<file path="src/rtl/reg_file_ctx.sv">
// reg_file_ctx: general-purpose register file with a shadow bank and a
// sequenced save/restore engine that copies one register per clock.
//
// All state updates happen on the falling edge of clk. rst is asynchronous
// and active-high.
//
// Parameters:
//   WIDTH   register width in bits
//   NREG    number of registers (>= 2)
//   BYPASS  1 = read ports forward i while a write to that index is pending
// Ports:
//   clk, rst        clock (falling-edge active), async reset
//   we, dr, i       write enable, destination select, write data
//   sr              source select
//   s, d            combinational contents of R[sr], R[dr]
//   save, restore   request live->shadow or shadow->live copy
//   busy            copy sequence in progress
//   done            one-cycle pulse when a sequence finishes
module reg_file_ctx #(
  parameter int unsigned WIDTH  = 8,
  parameter int unsigned NREG   = 4,
  parameter int unsigned BYPASS = 0
) (
  input  logic                     clk,
  input  logic                     rst,
  input  logic                     we,
  input  logic [$clog2(NREG)-1:0]  sr,
  input  logic [$clog2(NREG)-1:0]  dr,
  input  logic [WIDTH-1:0]         i,
  output logic [WIDTH-1:0]         s,
  output logic [WIDTH-1:0]         d,
  input  logic                     save,
  input  logic                     restore,
  output logic                     busy,
  output logic                     done
);

  localparam int unsigned AW = $clog2(NREG);

  typedef enum logic [1:0] {StIdle, StSave, StRestore} state_e;

  state_e          state_q, state_d;
  logic [AW-1:0]   idx_q, idx_d;
  logic            done_q, done_d;
  logic [WIDTH-1:0] regs_q   [NREG];
  logic [WIDTH-1:0] shadow_q [NREG];

  logic write_en;
  logic save_step;
  logic restore_step;

  assign busy = (state_q != StIdle);
  assign done = done_q;

  // Writes land only in IDLE; out-of-range indices are dropped.
  assign write_en     = we && (state_q == StIdle) && (32'(dr) < NREG);
  assign save_step    = (state_q == StSave);
  assign restore_step = (state_q == StRestore);

  always_comb begin
    state_d = state_q;
    idx_d   = idx_q;
    done_d  = 1'b0;
    unique case (state_q)
      StIdle: begin
        // save wins over a simultaneous restore
        if (save) begin
          state_d = StSave;
          idx_d   = '0;
        end else if (restore) begin
          state_d = StRestore;
          idx_d   = '0;
        end
      end
      StSave, StRestore: begin
        if (idx_q == AW'(NREG - 1)) begin
          state_d = StIdle;
          idx_d   = '0;
          done_d  = 1'b1;
        end else begin
          idx_d = idx_q + 1'b1;
        end
      end
      default: state_d = StIdle;
    endcase
  end

  always_ff @(negedge clk or posedge rst) begin
    if (rst) begin
      state_q <= StIdle;
      idx_q   <= '0;
      done_q  <= 1'b0;
    end else begin
      state_q <= state_d;
      idx_q   <= idx_d;
      done_q  <= done_d;
    end
  end

  // Live bank: normal writes in IDLE, restore copies one entry per edge.
  always_ff @(negedge clk or posedge rst) begin
    if (rst) begin
      for (int k = 0; k < int'(NREG); k++) regs_q[k] <= '0;
    end else begin
      for (int k = 0; k < int'(NREG); k++) begin
        if (write_en && (32'(dr) == 32'(k))) begin
          regs_q[k] <= i;
        end else if (restore_step && (32'(idx_q) == 32'(k))) begin
          regs_q[k] <= shadow_q[k];
        end
      end
    end
  end

  // Shadow bank: reset clears it entirely, so an aborted save leaves no
  // partial snapshot behind.
  always_ff @(negedge clk or posedge rst) begin
    if (rst) begin
      for (int k = 0; k < int'(NREG); k++) shadow_q[k] <= '0;
    end else begin
      for (int k = 0; k < int'(NREG); k++) begin
        if (save_step && (32'(idx_q) == 32'(k))) begin
          shadow_q[k] <= regs_q[k];
        end
      end
    end
  end

  // Read ports; indices >= NREG read as zero.
  always_comb begin
    s = '0;
    d = '0;
    for (int k = 0; k < int'(NREG); k++) begin
      if (32'(sr) == 32'(k)) s = regs_q[k];
      if (32'(dr) == 32'(k)) d = regs_q[k];
    end
    if ((BYPASS != 0) && we && !busy) begin
      if (dr == sr) s = i;
      d = i;
    end
  end

endmodule

</file>
<file path="config.mk">
export PLATFORM = sky130hd
export DESIGN_NAME = reg_file_ctx
export DESIGN_NICKNAME = d
export VERILOG_FILES = /design/src/rtl/reg_file_ctx.sv
export SDC_FILE = /design/constraint.sdc
export NUM_CORES = 1
export LEC_CHECK = 0
export CAP_MARGIN = 0
export CORE_ASPECT_RATIO = 0.5
export CORE_UTILIZATION = 57
export CTS_CLUSTER_SIZE = 10
export DETAILED_ROUTE_END_ITERATION = 8
export PLACE_DENSITY = 0.78
export SYNTH_ARGS = -nofsm -noshare
export SYNTH_HDL_FRONTEND = slang
export SYNTH_SLANG_ARGS = --single-unit
export TNS_END_PERCENT = 5
</file>
<file path="constraint.sdc">
create_clock -name clk -period 3 [get_ports clk]
set_input_delay 0.6 -clock clk [delete_from_list [all_inputs] [get_ports clk]]
set_output_delay 0.6 -clock clk [all_outputs]
set_load 0.1 [all_outputs]
</file>
==> summary.txt <==
Floorplan
  – Core area: around 5600 µm²
  – # IOs: 35
  – Chip Height: 56.92 µm
  – Horiz. Die Dim: about 110 µm
  – Num rows: 19
  – Initial Util: 0.6103
  – DIE AREA: between 6000 and 7000 µm²

CTS
  – Hold buffers post-CTS: 0
  – Clock Sinks: between 60 and 70
  – H-tree depth: 3
  – CTS buffer count: 9
  – CTS Buffer Depth: 2
  – CTS root buffer: clkbuf_16
  – Clk slew on worst S/H paths: approximately 0.040 ns
  – CTS tree: done
  – Clk_lat worst skew: 0.34 ns

Pwr
  – Sw Share: 0.4229
  – Switch Pwr: 2.609 mW
  – Comb pwr share: 0.546
  – Clock network fraction of total power: 0.161
  – Flop pwr share: 0.293
  – PwrDens: 1308 nW/µm²
  – Leakage: about 2.3 nW
  – Peak supply drop: 838.7 µV
  – Int Power: 3.560 mW

Cells and area
  – Synth-to-Final Area Change: 37.19%
  – Finished Layout Cells: around 430
  – Share of cells above drive strength 1: 0.4129
  – Commonest non-fill, non-tap cell in the layout: dfrtn_1
  – Nets: roughly 380
  – Antenna diodes: 0
  – Commonest non-fill, non-tap cells in the layout: 69 x dfrtn_1, 48 x buf_4, 33 x mux2i_1

Worst hold path
  – Worst Hold Launch: shadow_q[20]
  – Tightest Hold Check Type: reg -> reg
  – Hold Path End: shadow_q[20]
  – WHS Path Cells: 1

Timing
  – Slew margin rel.: 0.7032
  – Final Hold Viols: 0
  – Final Max Tran Viols: 0
  – Final setup margin: -0.5599 ns
  – RSZ-0062 raised after global routing: yes
  – Worst-margin pin slew: approximately 0.44 ns
  – Skew final: approximately 0.005 ns
  – Final setup violation count: 18

Logic synthesis
  – Main synth FF type: dfrtn_1
  – Yosys warnings: 0
  – Unique masters post-synth: 26
  – Post-synthesis cell area: 3438 µm²
  – Sequential area share after synthesis: 0.5022
  – EDFF count, synth: 0
  – Number of synthesized register bits: about 70
  – Post-synthesis average cell area: 13.07 µm²
  – Synth Instances: approximately 260
  – Share of flip-flops with an asynchronous set or reset: 1.000
  – Syn Nets: about 290

Routing
  – Avg WL per Cell: between 20 and 25 µm
  – Antenna viol nets, final: 0
  – Via density: approximately 6
  – Drt pass-1 iters: 6
  – DRC violations left: 1
  – Iter 0 DRT Violations: roughly 140
  – Final wirelength: around 9.1 mm
  – Via Count: 2563

Critical path
  – R2R Path Start: state_q[1]
  – Reg2reg end: shadow_q[18]
  – Worst-path fanout max: 3
  – R2R setup slack: approximately 1.2 ns
  – R2R depth: 5
  – CP endpoint kind: output pin
  – Worst path arrival time: 2.96 ns
  – Crit Path Class: reg -> out
  – Critical path data required time: ~2.4 ns
  – Setup crit start kind: flip-flop

Global routing
  – Total grt overflow: 0
  – First-pass GRT wire length: 14.53 mm
  – Largest net degree at the start of global routing: 33
  – Total GRT Usage: 0.3223
  – Vias in the first global route: roughly 2800
  – Initial antenna violation count: 0

Placement
  – Place WS: -0.5130 ns
  – Final HPWL DP: ~6.6 mm
  – Final Wtd Congestion: ~0.8
  – # port buffers: 34
  – Placed cell count: 411

Job
  – Number of max-cap violations: 0

Status
  – Failing checks: design-rule violations, negative setup slack
  – Status: finished, violations left
[metal layers]
metal / part of all wire / GRT usage
met1: 0.41 / 0.4262
met2: 0.49 / 0.5146
met3: 0.089 / 0.1091
met4: 0.0090 / 0.09459
met5: 0 / 0
[state kept, by name (all words and copies together), names as in the netlist]
register / flops
done: 1
idx_q: 2
regs_q: 32
shadow_q: 32
state_q: 2
[synthesized netlist by cell type, types with 3 or more instances]
| library cell | number | area (µm²) |
|---|---|---|
| a21oi_1 | 24 | 120.1 |
| buf_2 | 3 | 15.01 |
| buf_6 | 3 | 33.78 |
| dfrtn_1 | 69 | 1727 |
| ha_1 | 7 | 87.58 |
| inv_1 | 6 | 22.52 |
| mux2_2 | 32 | 360.4 |
| mux2i_1 | 33 | 330.3 |
| mux4_2 | 14 | 315.3 |
| nand2_1 | 14 | 52.55 |
| nand2_2 | 4 | 25.02 |
| nor2_1 | 26 | 97.59 |
| o21ai_0 | 12 | 60.06 |
[worst max-delay path, cell delays in order (launching register included)]
cell and delay, ns:
dfrtn_1 0.40, mux4_2 0.53, buf_12 0.19
[cell type report]
| type | count | area (µm²) |
|---|---|---|
| fill | 297 | 917.1 |
| clock buffer | 11 | 252.7 |
| timing repair buffer | 86 | 948.4 |
| clock inverter | 5 | 33.78 |
| inverter | 6 | 28.78 |
| sequential | 69 | 1727 |
| tap | 73 | 91.34 |
| multi-input combinational | 179 | 1635 |
[power groups by stage]
| stage | Combinational, mW | Clock, mW | Sequential, mW |
|---|---|---|---|
| after floorplan | 2.00 | 0 | 1.68 |
| after global placement | 3.15 | 0 | 1.74 |
| after detailed placement | 3.28 | 0 | 1.79 |
| after CTS | 3.35 | 1.00 | 1.78 |
| after global routing | 3.53 | 1.04 | 1.85 |
| final | 3.37 | 0.991 | 1.81 |
[per-stage QoR]
stage	hold slack, ns	total power [mW]	cell area, µm²	setup TNS, ns	utilization
floorplan	0.4392	3.678	3442	-3.925	-
finish	0.4556	6.168	4717	-8.764	0.8372
global placement	0.4456	4.887	4399	-15.18	0.7808
global route	0.4725	6.417	4717	-9.125	0.8372
CTS	0.4574	6.136	4705	-8.828	0.8350
detailed placement	0.4562	5.071	4399	-17.18	0.7808
[logic make-up after synthesis]
family / count (synthesis) / share of synthesized area
multiplexers: 81 / 0.3079
flip-flops: 69 / 0.5022
AND/OR/NAND/NOR: 52 / 0.07788
AO/OA/AOI/OAI: 39 / 0.06041
buffers and inverters: 15 / 0.02620
adder cells (fa/ha/maj): 7 / 0.02547
[worst max-delay path by stage]
stage,start,to,slack (ns)
2_1_floorplan,state_q[0],busy,-0.54
3_3_place_gp,dr[0],regs_q[11],-0.42
3_5_place_dp,dr[1],regs_q[13],-0.51
4_1_cts,regs_q[16],d[0],-0.56
5_1_grt,regs_q[16],d[0],-0.57
6_report,regs_q[16],d[0],-0.56
[timing repair]
item / in CTS / in global routing
resized for setup: 12 / 4
endpoints found under the setup margin: 47 / 18
cloned: 0 / 0
pin swaps: 1 / 1
setup buffers: 2 / 0
No activity file was read; power rests on OpenSTA's default activity.
